### src/rtl/fifo_uart_tx.sv
//------------------------------------------------------------------------------
// Module      : fifo_uart_tx
// Description : Drains a byte FIFO and transmits each byte as 8N1 serial,
//               LSB first. Define FIFO_UART_TX_PARITY_EN for an even-parity bit.
// Revision    : 1.0 - initial release
//------------------------------------------------------------------------------
`default_nettype none

module fifo_uart_tx #(
    parameter int CLKS_PER_BIT = 16
) (
    input  logic       clk,
    input  logic       rst,
    input  logic       empty,
    input  logic [7:0] dout,
    output logic       re,
    output logic       txd,
    output logic       busy
);

    localparam int              c_BW        = $clog2(CLKS_PER_BIT);
    localparam logic [c_BW-1:0] c_BAUD_LAST = c_BW'(CLKS_PER_BIT - 1);
    localparam logic [c_BW-1:0] c_BAUD_ONE  = c_BW'(1);

    typedef enum logic [2:0] {
        ST_IDLE   = 3'd0,
        ST_LOAD   = 3'd1,
        ST_START  = 3'd2,
        ST_DATA   = 3'd3,
        ST_PARITY = 3'd4,
        ST_STOP   = 3'd5
    } state_t;

    state_t          r_state;
    logic [7:0]      r_shift;
    logic [2:0]      r_bitcnt;
    logic [c_BW-1:0] r_baud;
    logic            r_txd;
    logic            r_busy;
`ifdef FIFO_UART_TX_PARITY_EN
    logic            r_parity;
`endif

    logic w_bit_end;

    assign w_bit_end = (r_baud == c_BAUD_LAST);

    // Gated by rst so the FIFO is never popped while the block is held in reset.
    assign re   = (r_state == ST_IDLE) && !empty && !rst;
    assign txd  = r_txd;
    assign busy = r_busy;

    always_ff @(posedge clk or posedge rst) begin
        if (rst) begin
            r_state  <= ST_IDLE;
            r_shift  <= 8'd0;
            r_bitcnt <= 3'd0;
            r_baud   <= '0;
            r_txd    <= 1'b1;
            r_busy   <= 1'b0;
`ifdef FIFO_UART_TX_PARITY_EN
            r_parity <= 1'b0;
`endif
        end else begin
            case (r_state)
                ST_IDLE: begin
                    r_txd <= 1'b1;
                    if (!empty) begin
                        r_state <= ST_LOAD;
                        r_busy  <= 1'b1;
                    end
                end

                ST_LOAD: begin
                    r_shift  <= dout;
                    r_bitcnt <= 3'd0;
                    r_baud   <= '0;
                    r_txd    <= 1'b0;
                    r_state  <= ST_START;
`ifdef FIFO_UART_TX_PARITY_EN
                    r_parity <= ^dout;
`endif
                end

                ST_START: begin
                    if (w_bit_end) begin
                        r_baud  <= '0;
                        r_txd   <= r_shift[0];
                        r_state <= ST_DATA;
                    end else begin
                        r_baud <= r_baud + c_BAUD_ONE;
                    end
                end

                ST_DATA: begin
                    if (w_bit_end) begin
                        r_baud   <= '0;
                        r_shift  <= r_shift >> 1;
                        r_bitcnt <= r_bitcnt + 3'd1;
                        if (r_bitcnt == 3'd7) begin
`ifdef FIFO_UART_TX_PARITY_EN
                            r_txd   <= r_parity;
                            r_state <= ST_PARITY;
`else
                            r_txd   <= 1'b1;
                            r_state <= ST_STOP;
`endif
                        end else begin
                            // Next bit is already sitting one position up.
                            r_txd <= r_shift[1];
                        end
                    end else begin
                        r_baud <= r_baud + c_BAUD_ONE;
                    end
                end

`ifdef FIFO_UART_TX_PARITY_EN
                ST_PARITY: begin
                    if (w_bit_end) begin
                        r_baud  <= '0;
                        r_txd   <= 1'b1;
                        r_state <= ST_STOP;
                    end else begin
                        r_baud <= r_baud + c_BAUD_ONE;
                    end
                end
`endif

                ST_STOP: begin
                    if (w_bit_end) begin
                        r_baud  <= '0;
                        r_busy  <= 1'b0;
                        r_state <= ST_IDLE;
                    end else begin
                        r_baud <= r_baud + c_BAUD_ONE;
                    end
                end

                default: begin
                    r_state <= ST_IDLE;
                    r_txd   <= 1'b1;
                    r_busy  <= 1'b0;
                end
            endcase
        end
    end

endmodule

`default_nettype wire

### config.mk
export PLATFORM = sky130hd
export DESIGN_NAME = fifo_uart_tx
export DESIGN_NICKNAME = d
export VERILOG_FILES = /design/src/rtl/fifo_uart_tx.sv
export SDC_FILE = /design/constraint.sdc
export NUM_CORES = 1
export LEC_CHECK = 0
export CAP_MARGIN = 15
export CORE_MARGIN = 2
export CORE_UTILIZATION = 53
export DETAILED_ROUTE_END_ITERATION = 16
export DONT_BUFFER_PORTS = 1
export GPL_ROUTABILITY_DRIVEN = 0
export HOLD_SLACK_MARGIN = 0.08
export PLACE_DENSITY = 0.69
export SYNTH_ARGS = -nofsm -noshare
export SYNTH_HDL_FRONTEND = slang
export SYNTH_SLANG_ARGS = --single-unit
### constraint.sdc
create_clock -name clk -period 4.8 [get_ports clk]
set_input_delay 0.72 -clock clk [delete_from_list [all_inputs] [get_ports clk]]
set_output_delay 0.72 -clock clk [all_outputs]
set_load 0.05 [all_outputs]
Word-level counts from Yosys, hierarchy flattened
Cells that the tools add are included.
{"block": "word_totals", "reg_bits": 20, "in_bits": 11, "out_inout_bits": 3, "elab_cells": 53}
{"block": "classes", "addsub": 2, "n_eq_ne": 11, "n_mux": 19, "n_bitwise": 2, "n_reduce_logical": 13}
{"operator": "$mux 3", "n": 6}
{"operator": "$pmux 8 s2", "n": 1}
{"operator": "$pmux 3 s5", "n": 1}
{"operator": "$ne 2x2->1 const B", "n": 5}
{"operator": "$mux 8", "n": 1}
{"operator": "$pmux 4 s2", "n": 1}
{"operator": "$eq 3x2->1 const B", "n": 2}
{"operator": "$eq 3x3->1 const B", "n": 2}
{"operator": "$pmux 3 s2", "n": 1}
{"operator": "$reduce_and 3->1", "n": 2}
{"operator": "$reduce_or 3->1", "n": 2}
{"operator": "$mux 1", "n": 5}
{"operator": "$reduce_and 5->1", "n": 1}
{"operator": "$add 4x1->4 const B", "n": 1}
{"operator": "$eq 4x4->1 const B", "n": 1}
{"operator": "$mux 4", "n": 1}
{"operator": "$pmux 1 s4", "n": 1}
{"operator": "$reduce_bool 2->1", "n": 2}
{"operator": "$add 3x1->3 const B", "n": 1}
{"operator": "$eq 3x1->1 const B", "n": 1}
{"operator": "$logic_not 3->1", "n": 1}
{"operator": "$pmux 1 s3", "n": 1}
{"operator": "$logic_and 1x1->1", "n": 2}
{"operator": "$logic_not 1->1", "n": 2}
{"operator": "2 further kinds", "n": 3}

Longest topological paths before layout
Gate-level depths: netlist of run 1.
{"block": "logic_depth", "ltp_word": 4, "ltp_mapped": 7, "depth_no_buf": 5}

Least setup slack after synthesis of run 1
Ideal clock, no wire load.
{"block": "synth_path", "path_kind": "in2out", "start": "input rst", "end": "output re", "t_arrival_ns": 1.721, "required_ns": 4.080, "slack_ns": 2.359, "stages": 2, "n_path_buf": 0, "cell_sequence": "inv_1 -> and3_1"}
{"block": "synth_between", "elab_chain_len": 2}
{"element": "from (decl)", "line": "13", "source": "input logic rst,"}
{"element": "$logic_not 1->1 (no source line)"}
{"element": "$logic_and 1x1->1", "line": "49", "source": "assign re = (r_state == ST_IDLE) && !empty && !rst;"}
{"element": "to (decl)", "line": "16", "source": "output logic re,"}
No other way between the ends.

Final worst setup path of run 1
Same ends and word-level chain as after synthesis.

==> impl_metrics.csv, run 1 <==
group,metric,value,unit
status,outcome,"completed",
layout,multi_input_area,524,um2
route,drtIter0Drc,23,
global_routing,grt_usage,0.177,
timing,period_minus_slack,2.56,ns
layout,diodes,0,
clock_tree,cts_sinks,20,
worst_setup_path,worstPathArrival,1.84,ns
die,row_count,16,
job,drv_cap,0,
layout,seq_area,502,um2
clock_tree,worstSkewPairLatency,0.30,ns
pwr,ir_drop,0.000219,V
placed_design,dp_hpwl,1380,um
die,io_pins,14,
yosys,yosys_warnings,0,
yosys,syn_inst,114,
yosys,synth_compound_area_frac,0.204,
worst_setup_path,cp_slowest_stage_delay,0.59,ns
yosys,synth_adder_area_share,0.0437,
clock_tree,clockBufferDepth,2,
yosys,synth_cell_type_count,37,
die,die_w,49.3,um
timing,clock.fmax,0.390,GHz
timing,tightest_slew,0.747,ns
global_routing,grt.overflow.total,0,
worst_setup_path,worstSetupPathType,"input port to primary output",
route,dr.pass1.iters,5,
timing,fin_tns_setup,0,ns
worst_setup_path,path_buf_inv,1,
yosys,synth-seq-cells,20,
clock_tree,post_cts_buffers,0,
route,vias,792,
die,dieArea,0.00243,mm2
clock_tree,clk_pin_slew,0.11,ns
clock_tree,tritoncts,"built",
die,initial_core_util,0.560,
route,post_drt_wl_per_cell,13.8,um
worst_setup_path,worst_ep_required_time,4.08,ns
global_routing,grt_max_degree,22,
worst_setup_path,slowest_stage,"and3_1",
route,vias_per_cell,5.70,
route,drc,0,
layout,drive_gt1_frac,0.0893,
yosys,yosysSeqAreaShare,0.461,
clock_tree,cts_made_buffers,3,
route,antenna_left,0,
worst_setup_path,startpoint_type,"input port",
global_routing,grt_pass1_vias,756,
worst_setup_path,end_kind,"primary output",
die,die_h,49.3,um
timing,clock-skew-final,0.00311,ns
pwr,p_per_area,280,mW/mm2
timing,setup_viol,0,
worst_setup_path,critPathMaxFanout,21,
clock_tree,ctsHtreeMaxLevel,1,
yosys,synth_xor_area_frac,0,
timing,post-route-period-util,0.534,
timing,hold_viol,0,
yosys,avgSynthCellArea,9.54,um2
timing,finalMaxSlewViolations,0,
pwr,leakagePower,0.502,nW
clock_tree,postCtsHoldBufs,0,
route,wirelength,1910,um
worst_setup_path,cp_top_family,"simple AND/OR/NAND/NOR gates",
worst_hold_path,hold_class,"input port to async pin",
yosys,synthMuxAreaShare,0.0748,
die,core_area,0.00194,mm2
clock_tree,cts.repair.resized,0,
yosys,syn-cell-area,0.00109,mm2
placed_design,place_area,0.00109,mm2
yosys,yosys.area_share.simple,0.160,
placed_design,io_buffers,0,
yosys,synth_top_family_by_area,"compound AO/OA/AOI/OAI gates",
global_routing,grt_antenna_before_repair,0,
layout,final_nets,127,
timing,rsz0062_at_grt,"no",
layout,syn2layout_area_growth,4.72,%
clock_tree,root_buffer,"clkbuf_4",
timing,relSlewSlack,0.502,
layout,fillCellCount,174,
layout,final_area,0.00114,mm2
global_routing,grt_pass1_wl,3370,um
worst_setup_path,crit_chain,"inv_1, and3_1",
yosys,syn_nets,128,
==> state kept, by name (all words and copies together) (netlist names) <==
register	count
r_bitcnt	3
r_shift	8
r_baud	4
busy	1
txd	1
r_state	3
==> path summary, 6_finish.rpt <==
kind                       slack, ns  cells after the start     endpoint        from
setup / recovery                2.24                      2           re         rst
hold / removal                  0.42                      1    r_baud[1]         rst
setup reg to reg                3.11                      4  r_bitcnt[0]   r_baud[0]
hold reg to reg                 0.50                      2   r_shift[2]  r_shift[2]
max in group asynchronous       3.91                      1         busy         rst
min in group clk                0.50                      2   r_shift[2]  r_shift[2]
==> area by class of cell <==
cell class              count  share of cell area
multi-input cells          81               0.460
clock inverters             1              0.0264
inverters                   7              0.0231
flip-flops and latches     20               0.441
well taps                  27              0.0297
clock buffers               3              0.0198
==> kinds of logic (layout without fill, tap and decap cells) <==
family | after synthesis | after routing
AOI/OAI and AO/OA | 31 | 31
adders and majority gates | 4 | 4
buffers and inverters | 13 | 11
DFF | 20 | 20
muxes | 8 | 8
and+or+nand+nor | 38 | 38
==> cells in the final DEF, fill, tap and decap left out, types with 2 or more instances in the layout <==
master	n
a21oi_1	2
a22o_1	2
a31oi_1	2
and3_1	2
clkbuf_4	3
dfrtp_1	19
ha_1	3
inv_1	6
mux2i_1	7
nand2_1	14
nand3_1	3
nor2_1	9
nor3_1	5
o21ai_0	6
o21ai_1	8
==> cell usage after synthesis, drive strengths merged <==
master,n,area share
a2111oi,1,0.0081
a21oi,2,0.0092
a221o,1,0.0092
a221oi,1,0.0081
a222oi,1,0.0092
a22o,2,0.016
a22oi,1,0.0069
a2bb2oi,1,0.0081
a31oi,2,0.012
a32o,1,0.0092
a32oi,1,0.0081
and3,2,0.012
buf,6,0.032
dfrtp,19,0.44
dfstp,1,0.024
ha,3,0.035
inv,7,0.024
maj3,1,0.0092
mux2,1,0.010
mux2i,7,0.064
nand2,15,0.054
nand2b,1,0.0058
nand3,3,0.014
nand3b,1,0.0069
nor2,9,0.031
nor2b,2,0.014
nor3,5,0.023
o211ai,1,0.020
o21ai,14,0.064
o31a,1,0.0081
o32ai,1,0.0081
==> worst reg2reg max path, delay by kind of cell (launching register included) <==
family,cells,cell delay (ns)
simple gates,1,0.27
fa+ha+maj,1,0.24
flops,1,0.45
mux,1,0.25
compound gates,1,0.44
==> stage by stage <==
step	setup slack (ns)	total power (W)	utilization	hold WS (ns)	cells
final	2.24	0.000319	0.586	0.425	139
after detailed placement	2.17	0.000187	0.559	0.478	135
after global routing	2.10	0.000332	0.586	0.479	139
after CTS	2.17	0.000322	0.586	0.453	139
after global placement	2.17	0.000187	0.559	0.469	135
after floorplan	2.36	0.000185	-	0.448	114
==> where the power goes <==
group	internal (W)	switching [W]
sequential	0.000172	0.00000347
combinational	0.00000274	0.00000551
clock	0.0000844	0.0000512
==> layer usage <==
| metal | up-vias | part of all wire | global-route usage |
|---|---|---|---|
| met2 | 13 | 0.44 | 0.273 |
| li1 | 404 | - | - |
| met4 | 0 | 0.0089 | 0.0429 |
| met1 | 373 | 0.51 | 0.255 |
| met3 | 2 | 0.037 | 0.0337 |
| met5 | - | 0 | 0 |
Note: power is estimated with default switching activity, not from simulation.
==> inputs of run 2 (changes only) <==
--- a/config.mk
+++ b/config.mk
@@ -12,7 +12,7 @@
 export DONT_BUFFER_PORTS = 1
 export GPL_ROUTABILITY_DRIVEN = 0
 export HOLD_SLACK_MARGIN = 0.08
-export PLACE_DENSITY = 0.69
+export PLACE_DENSITY = 0.72
 export SYNTH_ARGS = -nofsm -noshare
 export SYNTH_HDL_FRONTEND = slang
 export SYNTH_SLANG_ARGS = --single-unit
==> constraint.sdc (replaced) <==
create_clock -name clk -period 2.1 [get_ports clk]
set_input_delay 0.315 -clock clk [delete_from_list [all_inputs] [get_ports clk]]
set_output_delay 0.315 -clock clk [all_outputs]
set_load 0.05 [all_outputs]
==> run 2 against run 1 <==
Compared with the run above: die area unchanged; clock skew decreased by 0.0012 ns; sequential share of layout area decreased by 0.53 points; register-to-register slack got worse by 2.7 ns; power increased by 100%; critical endpoint unchanged; hold slack got worse by 0.26 ns; highest routed layer unchanged; clock power increased by 65%; via count increased by 5.1%; final cell count increased by 2.2%; non-clock buffer count increased by 3; combinational power increased to 2.6 times the previous value.
==> impl_metrics.csv, run 2 (same netlist as run 1, synthesis figures left out) <==
group,metric,value,unit
route,drtIter0Drc,15,
route,dr.pass1.iters,5,
layout,largest_reg_flops,8,
route,vias_per_cell,5.86,
worst_setup_path,rr_worst_depth,4,
die,die_w,49.3,um
clock_tree,cts_sinks,20,
layout,diodes,0,
timing,hold_ws,0.168,ns
clock_tree,cts_made_buffers,3,
placed_design,dp_hpwl,1370,um
timing,clock-skew-final,0.00191,ns
clock_tree,clk_pin_slew,0.11,ns
pwr,p_int,0.000507,W
job,drv_cap,0,
pwr,p_sw,0.000139,W
clock_tree,worstSkewPairLatency,0.30,ns
worst_setup_path,reg2reg_setup_slack,0.40,ns
die,initial_core_util,0.560,
layout,drive_gt1_frac,0.113,
worst_setup_path,worstPathArrival,1.57,ns
pwr,swShare,0.215,
clock_tree,post_cts_buffers,0,
pwr,seq_power_share,0.620,
worst_setup_path,critPathMaxFanout,17,
worst_setup_path,end_kind,"primary output",
global_routing,grt_pass1_wl,3660,um
worst_setup_path,r2r-end,"r_bitcnt[0]",
timing,hold_viol,0,
worst_hold_path,hold_class,"input port to flip-flop",
worst_hold_path,hold_depth,1,
timing,tightest_slew,0.539,ns
die,die_h,49.3,um
route,vias,832,
worst_setup_path,reg2reg_from,"r_state[1]",
pwr,p_clk_frac,0.347,
route,post_drt_wl_per_cell,14.0,um
layout,top_regs,"r_shift (8), r_baud (4)",
layout,final_cell_count_no_fill,142,
worst_setup_path,worstSetupPathType,"flip-flop to primary output",
die,core_area,0.00194,mm2
worst_hold_path,min_from,"dout[7]",
die,dieArea,0.00243,mm2
layout,mostFrequentLayoutCells,"dfrtp_1 (19), nand2_1 (14), nor2_1 (9)",
global_routing,grt_pass1_vias,806,
route,antenna_left,0,
route,wirelength,1990,um
timing,relSlewSlack,0.641,
global_routing,grt_max_degree,21,
global_routing,grt.overflow.total,0,
clock_tree,tritoncts,"built",
timing,fin_tns_setup,0,ns
worst_setup_path,worst_ep_required_time,1.78,ns
layout,final_nets,130,
pwr,ir_drop,0.000409,V
layout,largest-register,"r_shift",
pwr,leakagePower,0.509,nW
clock_tree,root_buffer,"clkbuf_4",
worst_hold_path,min_to,"r_shift[7]",
placed_design,io_buffers,0,
timing,setup_viol,0,
route,drc,0,
pwr,p_per_area,561,mW/mm2
global_routing,grt_usage,0.197,
timing,rsz0062_at_grt,"no",
clock_tree,clockBufferDepth,2,
timing,finalMaxSlewViolations,0,
layout,final_common_cell,"dfrtp_1",
timing,post-route-period-util,0.897,
timing,clock.fmax,0.531,GHz
worst_setup_path,startpoint_type,"flip-flop",
layout,syn2layout_area_growth,5.98,%
clock_tree,ctsHtreeMaxLevel,1,
die,io_pins,14,
placed_design,placed_cells,137,
layout,utilization,0.593,
global_routing,grt_antenna_before_repair,0,
die,row_count,16,
pwr,combPwrFrac,0.033,
worst_setup_path,cp-startpoint,"r_state[1]",
status,outcome,"completed",
timing,period_minus_slack,1.88,ns
-- run 2: cell types whose count changed in the layout (fill, tap and decap cells not counted), sizes merged --
| cell | before | now |
|---|---|---|
| buf | 0 | 2 |
| bufinv | 1 | 0 |
| clkbuf | 3 | 4 |
| dlygate4sd3 | 0 | 1 |
-- run 2: power groups by stage --
| stage | combinational (W) | sequential (W) | clock [W] |
|---|---|---|---|
| floorplan | 0.0000158 | 0.000407 | 0 |
| global placement | 0.0000203 | 0.000408 | 0 |
| detailed placement | 0.0000209 | 0.000408 | 0 |
| CTS | 0.0000223 | 0.000401 | 0.000235 |
| global route | 0.0000265 | 0.000402 | 0.000245 |
| finish | 0.0000215 | 0.000401 | 0.000225 |
-- run 2: final cells by class --
type / instances / area, um2
clock buffer: 4 / 36.3
fill: 175 / 790
inverter: 7 / 26.3
multi-input combinational: 81 / 529
sequential: 20 / 502
tap: 27 / 33.8
timing repair buffer: 3 / 25.0
-- run 2: worst max-delay path, stage by stage (launching register included) --
cell and delay, ns:
dfrtp_1 0.58, nor3_2 0.31, and3_1 0.19, buf_4 0.19
-- run 2: per-stage QoR --
stage               setup slack, ns  power [W]  area, um2
floorplan                     0.429   0.000423       1090
global placement              0.446   0.000428       1100
detailed placement            0.428   0.000429       1100
CTS                           0.152   0.000658       1150
global route                 0.0886   0.000673       1150
finish                        0.217   0.000647       1150
-- run 2: worst max-delay path by stage --
stage                 end  slack (ns)
6_report               re        0.22
5_1_grt                re        0.09
4_1_cts                re        0.15
3_5_place_dp   r_shift[6]        0.43
3_3_place_gp   r_shift[6]        0.45
2_1_floorplan          re        0.43
-- run 2: layer usage --
layer / vias to the layer above / global-route usage / part of all wire
met5: - / 0 / 0
met4: 0 / 0.100 / 0.024
met3: 5 / 0.0368 / 0.055
met2: 23 / 0.282 / 0.45
met1: 390 / 0.284 / 0.47
li1: 414 / - / -
-- run 2: repair_timing --
item | 4_1_cts | 5_1_grt
resized for setup | 0 | 1
setup endpoints to repair | 0 | 1
endpoints found under the hold margin | 19 | 0
hold buffers | 1 | 0
